File: config.mk
export PLATFORM = sky130hd
export DESIGN_NAME = domain_tdm_reg_arbiter_flat
export DESIGN_NICKNAME = d
export VERILOG_FILES = /design/src/rtl/domain_tdm_reg_arbiter_pkg.sv /design/src/rtl/domain_tdm_reg_arbiter_if.sv /design/src/rtl/domain_tdm_reg_arbiter_domain_slot_timer.sv /design/src/rtl/domain_tdm_reg_arbiter.sv /design/src/flat_wrapper.sv
export SDC_FILE = /design/constraint.sdc
export NUM_CORES = 1
export LEC_CHECK = 0
export CORE_MARGIN = 2
export CORE_UTILIZATION = 25
export CTS_BUF_LIST = sky130_fd_sc_hd__clkbuf_8
export DETAILED_ROUTE_END_ITERATION = 10
export GPL_ROUTABILITY_DRIVEN = 0
export SLEW_MARGIN = 40
export SYNTH_ARGS = -nofsm -noshare
export SYNTH_HDL_FRONTEND = slang
export SYNTH_HIERARCHICAL = 1
export SYNTH_SLANG_ARGS = --single-unit
File: constraint.sdc
create_clock -name clk -period 2.9 [get_ports clk]
set_input_delay 0.58 -clock clk [delete_from_list [all_inputs] [get_ports clk]]
set_output_delay 0.58 -clock clk [all_outputs]
set_load 0.1 [all_outputs]
File: src/rtl/domain_tdm_reg_arbiter_pkg.sv
// Shared types for the two-domain TDM register arbiter.
// Holds the slot FSM encoding, the domain tags and the state-to-owner mapping.
package domain_tdm_reg_arbiter_pkg;

   typedef enum logic [1:0] {
      ST_SLOT0   = 2'd0,
      ST_SCRUB01 = 2'd1,
      ST_SLOT1   = 2'd2,
      ST_SCRUB10 = 2'd3
   } slot_state_e;

   localparam logic DOM_L = 1'b0;
   localparam logic DOM_H = 1'b1;

   // A scrub cycle still belongs to the domain whose slot just ended.
   function automatic logic state_domain(input slot_state_e s);
      return (s == ST_SLOT1 || s == ST_SCRUB10) ? DOM_H : DOM_L;
   endfunction

endpackage

File: src/rtl/domain_tdm_reg_arbiter_if.sv
// Request/response bundle between the two domain agents and the shared-register arbiter.
// master = agent side (drives requests), slave = arbiter side.
interface domain_tdm_reg_arbiter_if #(
   parameter int p_nbits = 8
);

   logic               req0_val;
   logic               req0_rdy;
   logic               req0_wen;
   logic [p_nbits-1:0] req0_wdata;
   logic               resp0_val;
   logic [p_nbits-1:0] resp0_rdata;

   logic               req1_val;
   logic               req1_rdy;
   logic               req1_wen;
   logic [p_nbits-1:0] req1_wdata;
   logic               resp1_val;
   logic [p_nbits-1:0] resp1_rdata;

   logic               domain;
   logic               scrub;

   modport master (
      output req0_val, req0_wen, req0_wdata,
      output req1_val, req1_wen, req1_wdata,
      input  req0_rdy, resp0_val, resp0_rdata,
      input  req1_rdy, resp1_val, resp1_rdata,
      input  domain, scrub
   );

   modport slave (
      input  req0_val, req0_wen, req0_wdata,
      input  req1_val, req1_wen, req1_wdata,
      output req0_rdy, resp0_val, resp0_rdata,
      output req1_rdy, resp1_val, resp1_rdata,
      output domain, scrub
   );

endinterface

File: src/rtl/domain_tdm_reg_arbiter_domain_slot_timer.sv
// Free-running slot schedule: SLOT0 -> SCRUB01 -> SLOT1 -> SCRUB10, never looking at traffic.
// Reports the current state, owning domain, last-cycle-of-slot flag and scrub flag.
module domain_slot_timer
   import domain_tdm_reg_arbiter_pkg::*;
#(
   parameter int p_slot_cycles = 4
) (
   input  logic        clk,
   input  logic        reset,
   output slot_state_e state,
   output logic        domain,
   output logic        slot_last,
   output logic        scrub
);

   localparam int CW = (p_slot_cycles > 1) ? $clog2(p_slot_cycles) : 1;
   localparam logic [CW-1:0] LAST = CW'(p_slot_cycles - 1);

   slot_state_e   state_q, state_d;
   logic [CW-1:0] cnt_q, cnt_d;

   always_ff @(posedge clk or negedge reset) begin
      if (!reset) begin
         state_q <= ST_SLOT0;
         cnt_q   <= '0;
      end else begin
         state_q <= state_d;
         cnt_q   <= cnt_d;
      end
   end

   // The counter is zero on entry to every slot because scrub states clear it.
   always_comb begin
      state_d   = state_q;
      cnt_d     = '0;
      slot_last = 1'b0;
      scrub     = 1'b0;
      case (state_q)
         ST_SLOT0: begin
            slot_last = (cnt_q == LAST);
            if (slot_last) state_d = ST_SCRUB01;
            else           cnt_d   = cnt_q + CW'(1);
         end
         ST_SCRUB01: begin
            scrub   = 1'b1;
            state_d = ST_SLOT1;
         end
         ST_SLOT1: begin
            slot_last = (cnt_q == LAST);
            if (slot_last) state_d = ST_SCRUB10;
            else           cnt_d   = cnt_q + CW'(1);
         end
         ST_SCRUB10: begin
            scrub   = 1'b1;
            state_d = ST_SLOT0;
         end
         default: state_d = ST_SLOT0;
      endcase
   end

   assign state  = state_q;
   assign domain = state_domain(state_q);

endmodule

File: src/rtl/domain_tdm_reg_arbiter.sv
// One shared register time-shared between an L and an H domain agent on a fixed schedule.
// Every slot is followed by a scrub cycle that wipes the register and response state.
module domain_tdm_reg_arbiter
   import domain_tdm_reg_arbiter_pkg::*;
#(
   parameter int                 p_nbits       = 8,
   parameter int                 p_slot_cycles = 4,
   parameter logic [p_nbits-1:0] p_reset_value = '0
) (
   input logic                     clk,
   input logic                     reset,
   domain_tdm_reg_arbiter_if.slave bus
);

   slot_state_e        state;
   logic               domain;
   logic               slot_last;
   logic               scrub;

   logic               open;
   logic               rdy0, rdy1;
   logic               hs0, hs1;
   logic               rd0, rd1;
   logic               wr_en;
   logic [p_nbits-1:0] wr_data;

   logic [p_nbits-1:0] store;
   logic               resp0_val_p1, resp1_val_p1;
   logic [p_nbits-1:0] resp0_rdata_p1, resp1_rdata_p1;

   domain_slot_timer #(
      .p_slot_cycles (p_slot_cycles)
   ) u_timer (
      .clk       (clk),
      .reset     (reset),
      .state     (state),
      .domain    (domain),
      .slot_last (slot_last),
      .scrub     (scrub)
   );

   // Closing the window one cycle early keeps every read response inside its own slot.
   assign open = (state == ST_SLOT0 || state == ST_SLOT1) && !slot_last;
   assign rdy0 = open && (domain == DOM_L);
   assign rdy1 = open && (domain == DOM_H);

   assign hs0 = bus.req0_val && rdy0;
   assign hs1 = bus.req1_val && rdy1;
   assign rd0 = hs0 && !bus.req0_wen;
   assign rd1 = hs1 && !bus.req1_wen;

   always_comb begin
      wr_en   = 1'b0;
      wr_data = bus.req0_wdata;
      if (hs0 && bus.req0_wen) begin
         wr_en = 1'b1;
      end else if (hs1 && bus.req1_wen) begin
         wr_en   = 1'b1;
         wr_data = bus.req1_wdata;
      end
   end

   always_ff @(posedge clk or negedge reset) begin
      if (!reset) begin
         store <= p_reset_value;
      end else if (scrub) begin
         store <= p_reset_value;
      end else if (wr_en) begin
         store <= wr_data;
      end
   end

   // Response stage: one cycle after a read handshake, zeroed data when idle.
   always_ff @(posedge clk or negedge reset) begin
      if (!reset) begin
         resp0_val_p1   <= 1'b0;
         resp0_rdata_p1 <= '0;
         resp1_val_p1   <= 1'b0;
         resp1_rdata_p1 <= '0;
      end else if (scrub) begin
         resp0_val_p1   <= 1'b0;
         resp0_rdata_p1 <= '0;
         resp1_val_p1   <= 1'b0;
         resp1_rdata_p1 <= '0;
      end else begin
         resp0_val_p1   <= rd0;
         resp0_rdata_p1 <= rd0 ? store : '0;
         resp1_val_p1   <= rd1;
         resp1_rdata_p1 <= rd1 ? store : '0;
      end
   end

   assign bus.req0_rdy    = rdy0;
   assign bus.req1_rdy    = rdy1;
   assign bus.resp0_val   = resp0_val_p1;
   assign bus.resp0_rdata = resp0_rdata_p1;
   assign bus.resp1_val   = resp1_val_p1;
   assign bus.resp1_rdata = resp1_rdata_p1;
   assign bus.domain      = domain;
   assign bus.scrub       = scrub;

   a_single_grant: assert property (@(posedge clk) disable iff (!reset) !(hs0 && hs1));
   a_resp0_quiet:  assert property (@(posedge clk) disable iff (!reset)
                                    !resp0_val_p1 |-> (resp0_rdata_p1 == '0));
   a_resp1_quiet:  assert property (@(posedge clk) disable iff (!reset)
                                    !resp1_val_p1 |-> (resp1_rdata_p1 == '0));
   a_no_resp_in_scrub: assert property (@(posedge clk) disable iff (!reset)
                                        scrub |-> !(resp0_val_p1 || resp1_val_p1));

endmodule

File: src/flat_wrapper.sv
// flat-port wrapper written by rule: the top's interface ports become plain ports
module domain_tdm_reg_arbiter_flat import domain_tdm_reg_arbiter_pkg::*;
#(
   parameter int                 p_nbits       = 8,
   parameter int                 p_slot_cycles = 4,
   parameter logic [p_nbits-1:0] p_reset_value = '0
)
  (clk, reset, bus_req0_val, bus_req0_wen, bus_req0_wdata, bus_req1_val, bus_req1_wen, bus_req1_wdata, bus_req0_rdy, bus_resp0_val, bus_resp0_rdata, bus_req1_rdy, bus_resp1_val, bus_resp1_rdata, bus_domain, bus_scrub);
  domain_tdm_reg_arbiter_if #(.p_nbits(p_nbits)) bus_i ();
  input logic clk;
  input logic reset;
  input wire logic [$bits(bus_i.req0_val)-1:0] bus_req0_val;
  input wire logic [$bits(bus_i.req0_wen)-1:0] bus_req0_wen;
  input wire logic [$bits(bus_i.req0_wdata)-1:0] bus_req0_wdata;
  input wire logic [$bits(bus_i.req1_val)-1:0] bus_req1_val;
  input wire logic [$bits(bus_i.req1_wen)-1:0] bus_req1_wen;
  input wire logic [$bits(bus_i.req1_wdata)-1:0] bus_req1_wdata;
  output wire logic [$bits(bus_i.req0_rdy)-1:0] bus_req0_rdy;
  output wire logic [$bits(bus_i.resp0_val)-1:0] bus_resp0_val;
  output wire logic [$bits(bus_i.resp0_rdata)-1:0] bus_resp0_rdata;
  output wire logic [$bits(bus_i.req1_rdy)-1:0] bus_req1_rdy;
  output wire logic [$bits(bus_i.resp1_val)-1:0] bus_resp1_val;
  output wire logic [$bits(bus_i.resp1_rdata)-1:0] bus_resp1_rdata;
  output wire logic [$bits(bus_i.domain)-1:0] bus_domain;
  output wire logic [$bits(bus_i.scrub)-1:0] bus_scrub;
  assign bus_i.req0_val = bus_req0_val;
  assign bus_i.req0_wen = bus_req0_wen;
  assign bus_i.req0_wdata = bus_req0_wdata;
  assign bus_i.req1_val = bus_req1_val;
  assign bus_i.req1_wen = bus_req1_wen;
  assign bus_i.req1_wdata = bus_req1_wdata;
  assign bus_req0_rdy = bus_i.req0_rdy;
  assign bus_resp0_val = bus_i.resp0_val;
  assign bus_resp0_rdata = bus_i.resp0_rdata;
  assign bus_req1_rdy = bus_i.req1_rdy;
  assign bus_resp1_val = bus_i.resp1_val;
  assign bus_resp1_rdata = bus_i.resp1_rdata;
  assign bus_domain = bus_i.domain;
  assign bus_scrub = bus_i.scrub;
  domain_tdm_reg_arbiter #(.p_nbits(p_nbits), .p_slot_cycles(p_slot_cycles), .p_reset_value(p_reset_value)) u_core (.clk(clk), .reset(reset), .bus(bus_i));
endmodule
; ---- Yosys cells after proc, flatten, opt, wreduce, memory -nomap -nowiden
; Cells that the tools add are included.
[classes]
n_eq_ne = 6
n_reduce_logical = 19
n_bitwise = 1
add_sub_neg = 1
n_mux = 20
[op_table]
columns = operator, count
row1 = 8-bit two-way mux, 8
row2 = 1-bit logical AND, 9
row3 = 2-bit two-way mux, 4
row4 = 2-bit case mux with 4 select lines, 1
row5 = 1-bit two-way mux, 7
row6 = "2-bit == test, second input constant", 3
row7 = "2-bit inequality test, second input constant", 2
row8 = 2-bit OR reduction, 2
row9 = 1-bit zero test, 3
row10 = "2-bit by 1-bit adder with 2-bit output, second input constant", 1
row11 = "2-bit by 1-bit == test with 1-bit output, second input constant", 1
row12 = 2-bit zero test, 1
row13 = 1-bit logical OR, 2
row14 = 2-bit AND reduction, 1
row15 = 2-bit nonzero test, 1
row16 = 1-bit inverter, 1
[totals]
in_bits = 22
ff_bits = 30
output_inout_bits = 22
wordCells = 54

; ---- Depth between registers and ports, before layout
; Gate-level depths: netlist of the first run.
[logic_depth]
word_depth = 12
mapped_depth = 8
mapped_depth_nobuf = 7

; ---- Modules after synthesis
; The synthesis of the first run kept the hierarchy.
[modules_own_cells]
columns = module, seq_area_each_um2, area_per_inst_um2, n_inst, cells_each
row1 = domain_tdm_reg_arbiter, 650.6, 1079.8, 1, 85
row2 = domain_slot_timer, 100.1, 265.3, 1, 22

; ---- Least setup slack after synthesis of the first run
; Ideal clock, no wire load.
[synth_path]
kind = register -> output
from = register u_core.u_timer.state_q[0], in the netlist u_core/u_timer/state[0]
to = output bus_req1_rdy
t_required_ns = 2.320
n_path_buf = 0
path_slack_ns = -1.199
arrival_ns = 3.519
stages_incl_launch_ff = 5
cell_sequence = dfrtp_1 -> inv_1 -> ha_1 -> or2_2 -> nor3b_1
[synth_via]
elab_cells_between_ends = 11
classes_between = eq/ne (2) / mux (2) / reduce/logical (7)
[synth_lines]
columns = item, line_no
row1 = from (decl), domain_tdm_reg_arbiter_domain_slot_timer.sv:19  ; slot_state_e state_q, state_d;
row2 = from (signal assigned), domain_tdm_reg_arbiter_domain_slot_timer.sv:27  ; state_q <= state_d;
row3 = 2-bit == test, domain_tdm_reg_arbiter_pkg.sv:17  ; return (s == ST_SLOT1 || s == ST_SCRUB10) ? DOM_H : DOM_L;
row4 = 1-bit logical OR *, domain_tdm_reg_arbiter_pkg.sv:17
row5 = 1-bit two-way mux *, domain_tdm_reg_arbiter_pkg.sv:17
row6 = via bus_domain, flat_wrapper.sv:24  ; output wire logic [$bits(bus_i.domain)-1:0] bus_domain;
row7 = 1-bit logical AND *, domain_tdm_reg_arbiter.sv:45  ; assign rdy1 = open && (domain == DOM_H);
row8 = to (decl), flat_wrapper.sv:21  ; output wire logic [$bits(bus_i.req1_rdy)-1:0] bus_req1_rdy;
; The timed path passes the listed nets; every way through them passes the cells marked *.

; ---- Final worst setup path of the first run
[layout_path]
from = register u_core.u_timer.state_q[0], in the netlist u_core/u_timer/state[0]
to = output bus_req1_rdy
[layout_via]
elab_chain_cells = 6
elab_cells_between_ends = 11
classes_between = eq/ne (2) / mux (2) / reduce/logical (7)
[layout_rtl]
columns = item, line_no
row1 = 2-bit == test / 2-bit zero test (equally long branches), domain_tdm_reg_arbiter_domain_slot_timer.sv:38  ; case (state_q)
row2 = 2-bit OR reduction (no source line) *, n/a
row3 = 1-bit two-way mux *, n/a
row4 = via u_core.slot_last, domain_tdm_reg_arbiter.sv:17  ; logic slot_last;
row5 = 1-bit zero test *, domain_tdm_reg_arbiter.sv:43  ; assign open = (state == ST_SLOT0 || state == ST_SLOT1) && !slot_last;
row6 = 1-bit logical AND *, domain_tdm_reg_arbiter.sv:43
row7 = 1-bit logical AND *, domain_tdm_reg_arbiter.sv:45
; Marked as above.

==> run metrics, run 1 <==
Tightest Pin Transition approximately 0.54 ns; r2r endpoint u_core/bus.resp0_rdata[6]; Initial Util 26.17%; Reg2Reg Depth 7; Worst EP required 2.32 ns; Worst path max stage delay slightly above 0.5 ns; Worst VDD drop 0.0001419 V; synthesized area per cell 12.57 µm²; slowest CP cell dfrtp_1; dpl ws 0.3464 ns; gr ovfl total 0; Post-CTS Setup Repair Bufs 0; antenna violations before repair 0; register area share after synthesis 55.81%; final core utilization 37.54%; Crit path buffers/inverters 2; Mapped Cells 107; largest fanout on the critical path 8; clk_lat worst skew 0.27 ns; slew margin rel. between 60% and 70%; Area Overhead vs Synth 43.44%; Critical Path Start u_core/u_timer/state[0]; register area roughly 750 µm²; Clk pwr share 40.8%; Avg WL per Cell 12.38 µm; largest net degree at the start of global routing 31; Vias roughly 1000; synth warn 6; #FFs+latches synth 30; combinational share of power 5.6%; cts bufs inserted 5; synth unique cells 22; FP Rows 26; chip height 77.35 µm; vias in the first global route 998; crit end category output pin; max-cap viol count 0; Die Wd 77.35 µm; TritonCTS clock tree done; CTS sink cnt 30; IO Pins 44; clk buf depth 2; CTS H-Tree Depth 2; share of cells above drive strength 1 26.45%; Final Cycle Share 91.56%; multi-input logic area slightly below 600 µm²; Worst Setup EP bus_req1_rdy; Post-CTS Resized 0; maximum clock rate 376.6 MHz; hold_buf cts 0; Synth Cell Area 0.001345 mm²; CP Depth 6; Antenna Nets Post-Route 0; RSZ-0062 raised after global routing no; R2R Path Start u_core/u_timer/state[0]; n_diodes 0; outcome complete, no violations; via/cell ratio 4.347; first-pass GRT wire length 4726 µm; commonest cells after routing, fill and taps aside dfrtp_1 (30), and2_1 (24), clkdlybuf4s50_1 (21), buf_4 (21); final worst slack 0.2448 ns; Period minus WS final approximately 2.7 ns; Setup Viol. Count Final 0; sw frac 20.33%; die footprint 0.005983 mm²; switching power 0.0001642 W; critical path type flip-flop to output pin; worst reg-to-reg setup slack 0.38 ns; GRT Total Usage 10.38%; Pre-antenna DRT Iters 4; Clock Skew around 0.0021 ns; core box area approximately 0.0051 mm²; Fin. Hold Viols 0; Post-Synthesis Net Count 135; Tightest Hold Check Type flip-flop to flip-flop; Layout Nets 182; crit start category flip-flop; Pint 0.0006434 W; PD cells roughly 420 mW/mm²; sequential power share 53.6%; Remaining DRCs 0; critical path arrival between 2 and 2.5 ns; Worst-path clk slew approximately 0.060 ns; DRT iter0 DRCs 32; CP cell instances inv_1, ha_1, nor2_1, nor2b_1, nor3b_2, buf_12; routed wire length 2786 µm; Filler cells around 540; Crit path max-delay family simple AND/OR/NAND/NOR gates; most common cell after layout, fill and taps aside dfrtp_1; Leak 0.8814 nW; port bufs 43; HPWL after DPL 2132 µm; Root Buffer clkbuf_8; Max Transition Viols Final 0
worst min-delay path by stage:
stage	startpoint	endpoint	depth (start not counted)	slack (ns)
5_1_grt	u_core/u_timer/cnt_q[0]	u_core/u_timer/cnt_q[0]	1	0.46
4_1_cts	u_core/u_timer/cnt_q[0]	u_core/u_timer/cnt_q[0]	1	0.44
2_1_floorplan	reset	u_core/bus.resp0_rdata[0]	0	0.28
3_5_place_dp	u_core/u_timer/cnt_q[0]	u_core/u_timer/cnt_q[0]	1	0.43
6_report	u_core/u_timer/cnt_q[0]	u_core/u_timer/cnt_q[0]	1	0.44
3_3_place_gp	u_core/u_timer/cnt_q[0]	u_core/u_timer/cnt_q[0]	1	0.42
power groups by stage:
| stage | Combinational [W] | Sequential [W] | Clock, W |
|---|---|---|---|
| final | 0.0000454 | 0.000433 | 0.000329 |
| after detailed placement | 0.0000463 | 0.000441 | 0 |
| after global placement | 0.0000454 | 0.000440 | 0 |
| after CTS | 0.0000464 | 0.000433 | 0.000343 |
| after floorplan | 0.00000691 | 0.000439 | 0 |
| after global routing | 0.0000504 | 0.000435 | 0.000364 |
synthesized netlist by cell type (all sizes together):
cell type	n	area share [%]
a22o	1	0.74
a32oi	8	5.2
and2	24	11
and4bb	1	0.93
buf	1	0.56
clkbuf	3	0.84
dfrtp	30	56
ha	6	5.6
inv	2	0.56
mux2	1	1.1
nand2b	8	3.7
nor2	2	0.56
nor2b	3	1.4
nor3	1	0.37
nor3b	3	2.9
nor4b	1	1.8
o21bai	1	1.4
o22ai	8	3.7
o32a	1	0.74
or2	2	0.93
metal layers:
| layer | GRT usage [%] | vias to the layer above | routed length (µm) |
|---|---|---|---|
| met2 | 14.78 | 51 | 1198 |
| met3 | 3.488 | 8 | 234 |
| li1 | - | 467 | - |
| met4 | 6.429 | 0 | 85 |
| met5 | 0 | - | 0 |
| met1 | 13.50 | 452 | 1268 |
area by class of cell:
cell class                 instances  area share, %
multi-input combinational         71          30.29
clock buffer                       6          4.280
inverter                           2         0.3891
clock inverter                     2         0.4540
timing repair buffer              44          21.14
tap                               70          4.540
sequential                        30          38.91
state kept, by name, indices dropped and copies added, names as in the netlist:
signal and count:
u_core/bus.resp0_rdata 8, u_core/bus.resp0_val 1, u_core/bus.resp1_rdata 8, u_core/bus.resp1_val 1
u_core/store 8, u_core/u_timer/cnt_q 2, u_core/u_timer/state 2
worst reg2reg max path, cell delays in order (launching register included):
cell and delay [ns]:
dfrtp_1 0.57, inv_1 0.15, ha_1 0.29, nor2_1 0.16
nor2b_1 0.15, nor4b_4 0.52, nor3b_4 0.44, and2_1 0.19
per-stage QoR:
step / std cells / hold slack [ns] / TNS [ns] / total power (W) / cell area, µm²
floorplan: 107 / 0.2844 / -0.2889 / 0.0004456 / 1361
CTS: 225 / 0.4425 / 0 / 0.0008227 / 1929
global route: 225 / 0.4559 / 0 / 0.0008490 / 1929
global placement: 217 / 0.4222 / 0 / 0.0004856 / 1838
detailed placement: 217 / 0.4344 / 0 / 0.0004870 / 1838
finish: 225 / 0.4386 / 0 / 0.0008076 / 1929
cells by family after synthesis:
logic type,after synthesis,share of synthesized area [%]
and+or+nand+nor,45,23.72
DFF,30,55.81
AOI/OAI and AO/OA,19,11.81
buffers and inverters,6,1.954
adders and majority gates,6,5.581
muxes,1,1.116
Note: power is estimated with default switching activity, not from simulation.
==> inputs of run 2 (changes only) <==
- GPL_ROUTABILITY_DRIVEN: 0 -> default
- SKIP_LAST_GASP: default -> 1
==> results of run 2 <==
Same layout as run 1: the final DEF is identical, and so are final timing and power.
==> inputs of run 3 (changes only) <==
- PLACE_DENSITY_LB_ADDON: default -> 0.08
- clock period: 2.9 -> 3.4 ns (I/O delays scaled with it)
==> run metrics, run 3 (synthesized netlist as in run 1, its figures left out) <==
outcome complete, no violations; Max Transition Viols Final 0; hold_buf cts 0; Tightest Hold Check Type flip-flop to flip-flop; port bufs 43; GRT Total Usage 11.77%; Tightest Pin Transition around 0.6 ns; Worst Setup EP bus_req1_rdy; IO Pins 44; routed wire length 3260 µm; via/cell ratio 4.289; Worst path max stage delay 0.54 ns; switching power 0.0001539 W; critical path type flip-flop to output pin; CTS sink cnt 30; slew margin rel. 59.95%; core box area roughly 0.0051 mm²; Leak 0.8840 nW; Antenna Nets Post-Route 0; critical path arrival 2.04 ns; largest fanout on the critical path 8; CP cell instances inv_1, ha_1, nor2_1, nor2b_1, nor3b_2, buf_4; crit start category flip-flop; Final Cycle Share between 70 and 80%; die footprint 0.005983 mm²; commonest cells after routing, fill and taps aside dfrtp_1 (30), and2_1 (24), clkdlybuf4s50_1 (21); n_diodes 0; Final Cell Area 0.001873 mm²; Setup Viol. Count Final 0; R2R Path Start u_core/u_timer/state[0]; slowest CP cell dfrtp_1; Critical Path Start u_core/u_timer/state[0]; max-cap viol count 0; worst reg-to-reg setup slack around 0.80 ns; clk_lat worst skew 0.28 ns; crit end category output pin; Worst-path clk slew approximately 0.07 ns; Pre-antenna DRT Iters 4; Clock Skew 0.007054 ns; Die Wd 77.35 µm; Post-CTS Setup Repair Bufs 0; share of cells above drive strength 1 27.10%; Reg2Reg Depth 7; CTS H-Tree Depth 2; TritonCTS clock tree done; Worst EP required ~2.7 ns; HPWL after DPL 2261 µm; largest net degree at the start of global routing 31; Period minus WS final 2.720 ns; Avg WL per Cell 14.49 µm; Vias 965; Clk pwr share 45.9%; final core utilization 36.44%; clk buf depth 2; Area Overhead vs Synth 39.26%; Hold Crit Depth 1; chip height slightly below 80 µm; FP Rows 26; RSZ-0062 raised after global routing no; antenna violations before repair 0; Initial Util between 20% and 30%; first-pass GRT wire length 5354 µm; sequential power share roughly 50%; r2r endpoint u_core/bus.resp0_rdata[4]; cts bufs inserted 5; DRT iter0 DRCs 54; maximum clock rate 367.7 MHz; Post-CTS Resized 0; Pint 0.0006042 W; Worst VDD drop 0.0001420 V; Layout Nets 182; gr ovfl total 0; Remaining DRCs 0; Setup TNS 0 ns; combinational share of power 5.4%; Placed Area roughly 0.0018 mm²; PD cells between 400 and 500 mW/mm²; Fin. Hold Viols 0; Root Buffer clkbuf_8; vias in the first global route 1034; most common cell after layout, fill and taps aside dfrtp_1; Final Wtd Congestion 0.8320; sw frac 20.30%
[run 3: through the flow]
step / cells / total power (W) / hold slack, ns / worst slack (ns)
3_3_place_gp: 217 / 0.0004183 / 0.4288 / 0.8964
6_report: 225 / 0.0007582 / 0.4391 / 0.6800
4_1_cts: 225 / 0.0007727 / 0.4479 / 0.6688
3_5_place_dp: 217 / 0.0004178 / 0.4360 / 0.7858
2_1_floorplan: 107 / 0.0003801 / 0.3844 / 0.1093
5_1_grt: 225 / 0.0007890 / 0.4497 / 0.5796
[run 3: worst max-delay path, delay by kind of cell (launching register included)]
family / cells / cell delay (ns)
AND/OR/NAND/NOR: 3 / 0.48
buffers and inverters: 2 / 0.46
flip-flops: 1 / 0.54
adder cells (fa/ha/maj): 1 / 0.28
[run 3: area by class of cell]
cell class / count / area [µm²]
Clock buffer: 5 / 68.82
Clock inverter: 3 / 40.04
Fill cell: 541 / 3267
Inverter: 2 / 7.507
Multi-Input combinational cell: 71 / 578.1
Sequential cell: 30 / 750.7
Tap cell: 70 / 87.58
Timing Repair Buffer: 44 / 340.3
[run 3: worst min-delay path by stage]
stage	startpoint	end	slack, ns
2_1_floorplan	reset	u_core/bus.resp0_rdata[0]	0.38
3_3_place_gp	u_core/u_timer/cnt_q[0]	u_core/u_timer/cnt_q[0]	0.43
3_5_place_dp	u_core/u_timer/cnt_q[0]	u_core/u_timer/cnt_q[0]	0.44
4_1_cts	u_core/u_timer/cnt_q[0]	u_core/u_timer/cnt_q[0]	0.45
5_1_grt	u_core/u_timer/cnt_q[0]	u_core/u_timer/cnt_q[0]	0.45
6_report	u_core/u_timer/cnt_q[0]	u_core/u_timer/cnt_q[0]	0.44
[run 3: power by group through the flow]
stage	Clock, W	Combinational (W)	Sequential (W)
5_1_grt	0.000373	0.0000454	0.000370
4_1_cts	0.000361	0.0000422	0.000369
2_1_floorplan	0	0.00000589	0.000374
3_5_place_dp	0	0.0000419	0.000376
3_3_place_gp	0	0.0000423	0.000376
6_report	0.000348	0.0000410	0.000369
[run 3: layer usage]
layer	part of all wire (%)	GRT usage (%)
met1	44	14.64
met2	49	19.13
met3	5.1	2.791
met4	2.2	5.893
met5	0	0
